### config.mk
export PLATFORM = sky130hd
export DESIGN_NAME = fractal_frame_sequencer
export DESIGN_NICKNAME = d
export VERILOG_FILES = /design/src/rtl/fractal_pkg.sv /design/src/rtl/fractal_param_shadow.sv /design/src/rtl/fractal_frame_sequencer.sv
export SDC_FILE = /design/constraint.sdc
export NUM_CORES = 1
export LEC_CHECK = 0
export CAP_MARGIN = 40
export CORE_MARGIN = 3
export CORE_UTILIZATION = 40
export DETAILED_ROUTE_END_ITERATION = 7
export HOLD_SLACK_MARGIN = 0.06
export SETUP_SLACK_MARGIN = 0.3
export SYNTH_ARGS = -nofsm -noshare
export SYNTH_HDL_FRONTEND = slang
export SYNTH_HIERARCHICAL = 1
export SYNTH_SLANG_ARGS = --single-unit
### constraint.sdc
create_clock -name aclk -period 7.3 [get_ports aclk]
set_input_delay 0.73 -clock aclk [delete_from_list [all_inputs] [get_ports aclk]]
set_output_delay 0.73 -clock aclk [all_outputs]
set_load 0.01 [all_outputs]
### src/rtl/fractal_pkg.sv
// Shared types and default constants for the fractal frame sequencer.
package fractal_pkg;

  typedef logic signed [31:0] param_t;

  typedef enum logic [1:0] {
    StIdle,
    StLoad,
    StRun,
    StDrain
  } state_e;

  typedef struct packed {
    param_t x0;
    param_t y0;
    param_t dx;
    param_t dy;
    param_t cr;
    param_t ci;
    param_t dcr;
    param_t dci;
  } param_set_t;

  localparam int unsigned DefHeight      = 1080;
  localparam int unsigned DefResetCycles = 2;

endpackage

### src/rtl/fractal_param_shadow.sv
// Shadow/active parameter register pair: host writes land in the shadow set and only
// reach the generator-facing active set on frame load or frame boundary.
module fractal_param_shadow
  import fractal_pkg::*;
(
  input  logic       clk_i,
  input  logic       rst_i,
  input  logic       update_i,
  input  param_set_t cfg_i,
  input  logic       start_i,
  input  logic       load_i,
  input  logic       step_i,
  output param_set_t active_o
);

  param_set_t shadow_q, shadow_d;
  param_set_t active_q, active_d;
  logic       pending_q, pending_d;

  always_comb begin
    shadow_d  = update_i ? cfg_i : shadow_q;
    pending_d = pending_q;
    active_d  = active_q;
    if (load_i) begin
      active_d = shadow_q;
      // cr/ci carry the per-frame sweep unless fresh base values are waiting
      if (!pending_q) begin
        active_d.cr = active_q.cr;
        active_d.ci = active_q.ci;
      end
      pending_d = 1'b0;
    end else if (start_i) begin
      active_d.cr = shadow_q.cr;
      active_d.ci = shadow_q.ci;
    end else if (step_i) begin
      if (pending_q) begin
        active_d.cr = shadow_q.cr;
        active_d.ci = shadow_q.ci;
      end else begin
        active_d.cr = active_q.cr + active_q.dcr;
        active_d.ci = active_q.ci + active_q.dci;
      end
    end
    if (update_i) begin
      pending_d = 1'b1;
    end
  end

  always_ff @(posedge clk_i) begin
    if (rst_i) begin
      shadow_q  <= '0;
      active_q  <= '0;
      pending_q <= 1'b0;
    end else begin
      shadow_q  <= shadow_d;
      active_q  <= active_d;
      pending_q <= pending_d;
    end
  end

  assign active_o = active_q;

endmodule

### src/rtl/fractal_frame_sequencer.sv
// Frame sequencer: holds the generator in reset between frames, counts output lines
// and steps the Julia constant (cr, ci) once per completed frame.
module fractal_frame_sequencer
  import fractal_pkg::*;
#(
  parameter int unsigned HEIGHT       = DefHeight,
  parameter int unsigned RESET_CYCLES = DefResetCycles,
  parameter int unsigned FRAME_CNT_W  = 16
) (
  input  logic                   aclk,
  input  logic                   areset,
  input  logic                   cfg_enable,
  input  logic                   cfg_update,
  input  logic signed [31:0]     cfg_x0,
  input  logic signed [31:0]     cfg_y0,
  input  logic signed [31:0]     cfg_dx,
  input  logic signed [31:0]     cfg_dy,
  input  logic signed [31:0]     cfg_cr,
  input  logic signed [31:0]     cfg_ci,
  input  logic signed [31:0]     cfg_dcr,
  input  logic signed [31:0]     cfg_dci,
  input  logic [FRAME_CNT_W-1:0] cfg_num_frames,
  input  logic                   s_valid,
  input  logic                   s_ready,
  input  logic                   s_line_end,
  output logic                   gen_resetn,
  output logic signed [31:0]     gen_x0,
  output logic signed [31:0]     gen_y0,
  output logic signed [31:0]     gen_dx,
  output logic signed [31:0]     gen_dy,
  output logic signed [31:0]     gen_cr,
  output logic signed [31:0]     gen_ci,
  output logic [FRAME_CNT_W-1:0] frame_count,
  output logic                   frame_done,
  output logic                   busy
);

  localparam int unsigned LineW = (HEIGHT > 1) ? $clog2(HEIGHT) : 1;
  localparam int unsigned RstW  = (RESET_CYCLES > 1) ? $clog2(RESET_CYCLES) : 1;

  state_e                 state_q, state_d;
  logic [LineW-1:0]       line_q, line_d;
  logic [RstW-1:0]        rst_cnt_q, rst_cnt_d;
  logic                   first_q, first_d;
  logic [FRAME_CNT_W-1:0] frame_count_q, frame_count_d, frame_count_inc;
  logic                   frame_done_q, frame_done_d;
  logic                   gen_resetn_q, busy_q;
  logic                   beat, start, boundary;
  param_set_t             cfg_set, active;

  assign beat            = s_valid & s_ready & s_line_end;
  assign frame_count_inc = frame_count_q + FRAME_CNT_W'(1);

  assign cfg_set = '{x0: cfg_x0, y0: cfg_y0, dx: cfg_dx, dy: cfg_dy,
                     cr: cfg_cr, ci: cfg_ci, dcr: cfg_dcr, dci: cfg_dci};

  always_comb begin
    state_d       = state_q;
    line_d        = line_q;
    rst_cnt_d     = rst_cnt_q;
    first_d       = 1'b0;
    frame_count_d = frame_count_q;
    frame_done_d  = 1'b0;
    start         = 1'b0;
    boundary      = 1'b0;
    unique case (state_q)
      StIdle: begin
        if (cfg_enable) begin
          state_d       = StLoad;
          start         = 1'b1;
          first_d       = 1'b1;
          rst_cnt_d     = RstW'(RESET_CYCLES - 1);
          frame_count_d = '0;
        end
      end
      StLoad: begin
        line_d = '0;
        if (rst_cnt_q == '0) begin
          state_d = StRun;
        end else begin
          rst_cnt_d = rst_cnt_q - RstW'(1);
        end
      end
      StRun, StDrain: begin
        if (beat && (line_q == LineW'(HEIGHT - 1))) begin
          boundary      = 1'b1;
          line_d        = '0;
          frame_done_d  = 1'b1;
          frame_count_d = frame_count_inc;
          if ((state_q == StDrain) || !cfg_enable ||
              ((cfg_num_frames != '0) && (frame_count_inc == cfg_num_frames))) begin
            state_d = StIdle;
          end else begin
            state_d   = StLoad;
            first_d   = 1'b1;
            rst_cnt_d = RstW'(RESET_CYCLES - 1);
          end
        end else begin
          if (beat) begin
            line_d = line_q + LineW'(1);
          end
          // Once draining, a re-raised enable cannot revive the run
          if (!cfg_enable) begin
            state_d = StDrain;
          end
        end
      end
    endcase
  end

  always_ff @(posedge aclk) begin
    if (areset) begin
      state_q       <= StIdle;
      line_q        <= '0;
      rst_cnt_q     <= '0;
      first_q       <= 1'b0;
      frame_count_q <= '0;
      frame_done_q  <= 1'b0;
      gen_resetn_q  <= 1'b0;
      busy_q        <= 1'b0;
    end else begin
      state_q       <= state_d;
      line_q        <= line_d;
      rst_cnt_q     <= rst_cnt_d;
      first_q       <= first_d;
      frame_count_q <= frame_count_d;
      frame_done_q  <= frame_done_d;
      gen_resetn_q  <= (state_d == StRun) || (state_d == StDrain);
      busy_q        <= (state_d != StIdle);
    end
  end

  fractal_param_shadow u_shadow (
    .clk_i    (aclk),
    .rst_i    (areset),
    .update_i (cfg_update),
    .cfg_i    (cfg_set),
    .start_i  (start),
    .load_i   (first_q),
    .step_i   (boundary),
    .active_o (active)
  );

  assign gen_resetn  = gen_resetn_q;
  assign gen_x0      = active.x0;
  assign gen_y0      = active.y0;
  assign gen_dx      = active.dx;
  assign gen_dy      = active.dy;
  assign gen_cr      = active.cr;
  assign gen_ci      = active.ci;
  assign frame_count = frame_count_q;
  assign frame_done  = frame_done_q;
  assign busy        = busy_q;

endmodule

==> impl_results.md, run 1 <==
* Final min period at 3.253 ns
* Vias per cell at 5.267
* H-tree depth at 2
* Worst setup SP type: flop
* Chip height at about 250 um
* Final WS setup at 4.047 ns
* Clock tree root driver cell: clkbuf_16
* Routed WL per cell at 19.24 um
* Die area at 62430 um^2
* Routed wire length at 72780 um
* Skew-Pair Late Insertion Delay at between 0.6 and 0.7 ns
* # IOs at between 400 and 500
* Synth Area per Inst at 9.321 um^2
* CTS Buf Count at between 60 and 70
* CTS Sinks at between 500 and 600
* Design Power at about 7.8 mW
* Cell Count, Final, Fillers Out at 3783
* Int Power at 5.747 mW
* Placed insts at around 3700
* Reg2reg start: u_shadow/active_o[96]
* Final Skew at between 0.015 and 0.02 ns
* Clock Power Share at between 40% and 50%
* Worst EP required at roughly 7.8 ns
* Synth area leaders: dfxtp_1, mux2i_1, nor2_1
* Largest net degree at the start of global routing at about 190
* Fraction of layout cells with a size suffix above 1 at 5.109%
* Flop pwr share at between 40 and 50%
* Core Util, Final at between 50% and 60%
* CTS tree: done
* Pre-CTS setup slack at roughly 3.5 ns
* Most common cell after layout, fill and taps aside: nor2_1
* Pwr/cell area at 246.7 nW/um^2
* Initial DRC Count at about 1200
* Mapped Area at between 20000 and 25000 um^2
* Status: finished clean
* Worst-path fanout max at 3
* Drt drc at 0
* Std cell rows at 88
* Area leader, netlist: dfxtp_1
* Crit-path most repeated cell: a21o_1
* Congestion Overflow GR at 0
* First drt pass iteration count at 5
* DIE WIDTH at roughly 250 um
* Leak at between 10 and 15 nW
* Layout area overhead at 32.49%
* Post-CTS Setup Bufs at 0
* RePlAce Congestion at slightly below 0.9
* Synthesized flop and latch total at about 550
* Final period util at between 40% and 50%
* Share of the synthesized area in the top cell type at a little under half
* Post-synthesis net count at roughly 2900
* Fin nets at 3307
* Initial antenna violation count at 10
* CTS hold repair buffers at 0
* Detail Route Antenna Nets at 0
* Max stage delay on crit path at roughly 0.42 ns
* Register area share after synthesis at 45.95%
* Critical path class: reg -> reg
* Sw frac at 26.08%
* Fmax at 0.3074 GHz
* Top_reg_cell synth: dfxtp_1
* Logic pwr share at between 15 and 20%
* Syn Inst Count at 2552
* First-pass GRT wire length at ~110000 um
* Post-CTS sizing at 0
* P_sw at between 2 and 2.5 mW
* Post-synth cell types at roughly 80
* YS warnings at 6
* Clock transition at the registers of the reported paths at around 0.060 ns
* Slowest cell on crit path: a2111oi_0
* Least-Margin Pin Slew at just over 1 ns
* Final TNS setup at 0 ns
* Core ar. at about 58000 um^2
* Cell breakdown of the critical path: ha_1 -> fa_1 -> a21o_1 -> a21o_1 -> a2111oi_2 -> o21bai_2 -> a21oi_2 -> o211ai_1 -> a31oi_1 -> xor2_1 -> a2111oi_0
* Hold Crit Start: u_shadow/shadow_q[96]
* IO buf count at 489
* Worst setup path start: u_shadow/active_o[96]
* Fin. Hold Viols at 0
* Most frequent cells in the layout: nor2_1, dfxtp_1, clkdlybuf4s50_1
* Initial Utilization at approximately 41%
* Finish-stage setup viols at 0
* GRT Resource Usage Total at between 20 and 25%
* Clk buf depth at 3
* Fillers at ~5200
* Arrival @ worst endpoint at roughly 3.7 ns
* Vias in the first global route at 19350
* Max-slew violations at 0
* Post-synth EDFFs at 0
* Fraction of registers with async set/reset at 0%
* Tightest Hold Check Type: reg -> reg
* RSZ-0062 raised after global routing: false
* Worst vdd ir at 188.2 uV
* DP Wirelength at ~52000 um
* CP endpoint kind: flop
* DR vias at 19920
* Slew margin rel. at about a third
* Max-cap violations at 0
area by class of cell:
cell class / instances / area [um^2] / share of cell area, %
multi-input cells: 1825 / 12180 / 38.64
flip-flops and latches: 546 / 10930 / 34.70
repair buffers: 505 / 5147 / 16.33
clock buffers: 88 / 1831 / 5.808
well taps: 765 / 957.2 / 3.037
clock inverters: 27 / 372.9 / 1.183
inverters: 23 / 86.33 / 0.2739
diodes: 4 / 10.01 / 0.03176
synthesized netlist by cell type (13+ instances only):
library cell and instances:
a211oi_1 15, a21o_1 42, a21oi_1 111, a311oi_1 27
and3_1 18, buf_1 59, clkbuf_1 90, dfxtp_1 546
ha_1 64, inv_1 23, mux2i_1 452, nand2_1 113
nand3_1 25, nand4_1 18, nor2_1 574, nor3_1 23
nor4_1 14, o211ai_1 16, o21ai_0 78, or3_1 13
xnor2_1 45, xor2_1 24
sequential cells by signal, indices dropped and copies added (netlist names):
| register | flops |
|---|---|
| first_q | 1 |
| frame_count | 16 |
| line_q | 11 |
| u_shadow/shadow_q | 256 |
| rst_cnt_q | 1 |
| frame_done | 1 |
| state_q | 2 |
| u_shadow/pending_q | 1 |
| u_shadow/active_o | 256 |
| busy | 1 |
critical path: cells and delay by family, from the launching register on:
| kind | cells | cell delay, ns |
|---|---|---|
| xor gates and xnor gates | 1 | 0.10 |
| DFF | 1 | 0.32 |
| AOI/OAI and AO/OA | 8 | 2.07 |
| adders and majority gates | 2 | 0.62 |
final timing paths:
kind,to,slack [ns],depth (start not counted)
worst max-delay path,u_shadow/active_o[126],4.05,11
worst min register to register,u_shadow/active_o[96],0.48,2
worst min-delay path,u_shadow/active_o[96],0.48,2
worst max register to register,u_shadow/active_o[126],4.05,11
cell families after synthesis:
kind of cell             share of synthesized area (%)
buffers and inverters                            2.951
flip-flops                                       45.95
multiplexers                                     19.07
AO/OA/AOI/OAI                                    10.39
adder cells (fa/ha/maj)                          3.535
XOR/XNOR                                         2.635
AND/OR/NAND/NOR                                  15.47
per-stage QoR:
step	hold WS, ns	cell area, um^2
floorplan	0.4516	23790
global placement	0.4652	29200
detailed placement	0.4754	29300
CTS	0.4790	31510
global route	0.4959	31510
finish	0.4773	31520
per-layer routing:
metal	global-route usage [%]	share of wire (%)	wire length (um)
met1	29.99	45	32500
met2	34.82	45	32560
met3	7.336	8.6	6265
met4	5.603	1.9	1348
met5	0	0.13	98
power groups by stage:
stage                     combinational (mW)  sequential (mW)  clock (mW)
after floorplan                        0.662             3.33           0
after global placement                  1.14             3.35           0
after detailed placement                1.18             3.36           0
after CTS                               1.18             3.29        3.38
after global routing                    1.29             3.31        3.50
final                                   1.18             3.29        3.30
(Power assumes the default switching activity.)
==> run 2: changes to the inputs <==
==> constraint.sdc (replaced) <==
create_clock -name aclk -period 3.2 [get_ports aclk]
set_input_delay 0.32 -clock aclk [delete_from_list [all_inputs] [get_ports aclk]]
set_output_delay 0.32 -clock aclk [all_outputs]
set_load 0.01 [all_outputs]
==> run 2 against run 1 <==
Compared with the run above: critical path depth is the same; first-iteration DRC count grew 3.6%; largest power group is now sequential cells; non-clock buffer count grew 35.
==> impl_results.md, run 2 (synthesis results as in run 1) <==
* Most frequent cells in the layout: nor2_1, dfxtp_1, clkdlybuf4s50_1 (unchanged)
* Drt drc at 0 (unchanged)
* Chip height at 249.9 um (unchanged)
* Reg-to-Reg End: u_shadow/active_o[126] (unchanged)
* M2 GR Usage at 34.76% (was 34.82%)
* Hold Crit Endpoint: u_shadow/shadow_q[220] (was u_shadow/active_o[96])
* Congestion Overflow GR at 0 (unchanged)
* Routed wire length at 72300 um (was 72780 um)
* Final Skew at 0.01294 ns (was 0.01553 ns)
* DR vias at 19960 (was 19920)
* First drt pass iteration count at 5 (unchanged)
* Pwr/cell area at 536.0 nW/um^2 (was 246.7 nW/um^2)
* CTS Buf Count at 59 (was 61)
* Final min period at 2.815 ns (was 3.253 ns)
* Hold Crit Start: cfg_update (was u_shadow/shadow_q[96])
* Max stage delay on crit path at 0.35 ns (was 0.42 ns)
* Fin. Hold Viols at 0 (unchanged)
* GRT Resource Usage Total at 22.15% (was 22.38%)
* Skew-Pair Late Insertion Delay at 0.62 ns (about the same)
* Routed WL per cell at 18.99 um (was 19.24 um)
* Slowest cell on crit path: a2111oi_2 (was a2111oi_0)
* Clock tree root driver cell: clkbuf_16 (unchanged)
* Final period util at 87.98% (was 44.56%)
* Std cell rows at 88 (unchanged)
* CP endpoint kind: flop (unchanged)
* Worst-path fanout max at 3 (unchanged)
* Final TNS setup at 0 ns (unchanged)
* GR Layer Usage met1 at 29.39% (was 29.99%)
* Placed insts at 3688 (was 3664)
* Core ar. at 58250 um^2 (unchanged)
* Clk buf depth at 3 (unchanged)
* CTS Sinks at 546 (unchanged)
* Worst setup SP type: flop (unchanged)
* Initial Utilization at 40.84% (unchanged)
* Crit-path most repeated cell: a21o_1 (unchanged)
* # IOs at 490 (unchanged)
* CTS tree: done (unchanged)
* Max-cap violations at 0 (unchanged)
* DP Wirelength at 51800 um (was 51570 um)
* Vias in the first global route at 19430 (was 19350)
* H-tree depth at 2 (unchanged)
* Reg2reg start: u_shadow/active_o[96] (unchanged)
* GRT Max-Usage Layer: met2 (unchanged)
* RePlAce Congestion at 0.8937 (was 0.8913)
* Reg2Reg Depth at 11 (unchanged)
* Leak at 12.93 nW (was 12.90 nW)
* Cell breakdown of the critical path: ha_4 -> fa_2 -> a21o_1 -> a21o_1 -> a2111oi_4 -> o21bai_2 -> a21oi_2 -> o211ai_1 -> a31oi_1 -> xor2_1 -> a2111oi_2 (was ha_1 -> fa_1 -> a21o_1 -> a21o_1 -> a2111oi_2 -> o21bai_2 -> a21oi_2 -> o211ai_1 -> a31oi_1 -> xor2_1 -> a2111oi_0)
* Initial antenna violation count at 11 (was 10)
* Least-Margin Pin Slew at 0.9030 ns (was 1.028 ns)
* Fin nets at 3340 (was 3307)
* Detail Route Antenna Nets at 0 (unchanged)
* Initial DRC Count at 1261 (was 1217)
* Status: finished clean (unchanged)
* Worst EP required at 3.71 ns (was 7.79 ns)
* IO buf count at 489 (unchanged)
* Die area at 62430 um^2 (unchanged)
* Fmax at 0.3552 GHz (was 0.3074 GHz)
* Arrival @ worst endpoint at 3.33 ns (was 3.74 ns)
* First-pass GRT wire length at 111600 um (was 112700 um)
* RSZ-0062 raised after global routing: true (was false)
* Fraction of layout cells with a size suffix above 1 at 6.388% (was 5.109%)
* Most common cell after layout, fill and taps aside: nor2_1 (unchanged)
* Cell Count, Final, Fillers Out at 3808 (was 3783)
* Reg2reg setup slack at 0.38 ns (was 4.05 ns)
* Largest net degree at the start of global routing at 159 (was 188)
* Layout area overhead at 33.03% (was 32.49%)
* Max-slew violations at 0 (unchanged)
* Slew margin rel. at 39.80% (was 31.48%)
* Tightest Hold Check Type: in -> reg (was reg -> reg)
* Met3 Resource Use GR at 6.972% (was 7.336%)
* Worst hold stages at 3 (was 2)
* Finish-stage setup viols at 0 (unchanged)
* DIE WIDTH at 249.9 um (unchanged)
* Clock transition at the registers of the reported paths at 0.06 ns (about the same)
* Worst vdd ir at 475.4 uV (was 188.2 uV)
* Critical path class: reg -> reg (unchanged)
* Vias per cell at 5.241 (was 5.267)
run 2: per-layer routing:
metal | up-vias | wire [um]
li1 | 9779 | -
met1 | 9448 | 31920
met2 | 620 | 32380
met3 | 102 | 6302
met4 | 10 | 1628
met5 | - | 69
run 2: critical path, delay by kind of cell (launching register included):
kind / cells / cell delay, ns
compound gates: 8 / 1.75
fa+ha+maj: 2 / 0.51
xor+xnor: 1 / 0.11
flops: 1 / 0.34
run 2: how the worst max path moves through the flow:
| stage | depth (start not counted) | from | endpoint |
|---|---|---|---|
| 2_1_floorplan | 11 | u_shadow/active_o[96] | u_shadow/active_o[126] |
| 3_3_place_gp | 12 | u_shadow/active_o[32] | u_shadow/active_o[122] |
| 3_5_place_dp | 12 | u_shadow/active_o[96] | u_shadow/active_o[122] |
| 4_1_cts | 12 | u_shadow/active_o[96] | u_shadow/active_o[122] |
| 5_1_grt | 11 | u_shadow/active_o[96] | u_shadow/active_o[126] |
| 6_report | 11 | u_shadow/active_o[96] | u_shadow/active_o[126] |
run 2: through the flow:
stage / instance area, um^2 / utilization [%] / setup slack, ns / power (mW) / hold WS, ns
after CTS: 31460 / 54.00 / 0.3059 / 17.14 / 0.1989
after global placement: 29500 / 50.64 / 0.1705 / 10.32 / 0.4717
after global routing: 31640 / 54.31 / 0.1906 / 17.72 / 0.2142
after detailed placement: 29500 / 50.64 / 0.1306 / 10.37 / 0.4707
final: 31640 / 54.33 / 0.3847 / 16.96 / 0.2197
after floorplan: 23790 / - / 0.3637 / 9.104 / 0.4516
run 2: repair_timing:
action,4_1_cts,5_1_grt
resized for setup,5,32
hold buffers,1,0
endpoints found under the hold margin,16,0
setup endpoints to repair,12,25
pin swaps,9,27
setup buffers,3,7
run 2: where the power goes:
group          leakage (nW)  internal [mW]  switching [mW]
combinational          7.52           1.35            1.42
sequential             4.47           7.19           0.304
clock                 0.933           3.92            2.78
run 2: cell type report:
type | count | area (um^2)
fill | 5243 | 26600
multi-input combinational | 1825 | 12320
sequential | 546 | 10940
timing repair buffer | 540 | 5428
clock buffer | 88 | 1705
tap | 765 | 957.2
clock inverter | 15 | 193.9
inverter | 23 | 86.33
antenna | 6 | 15.01
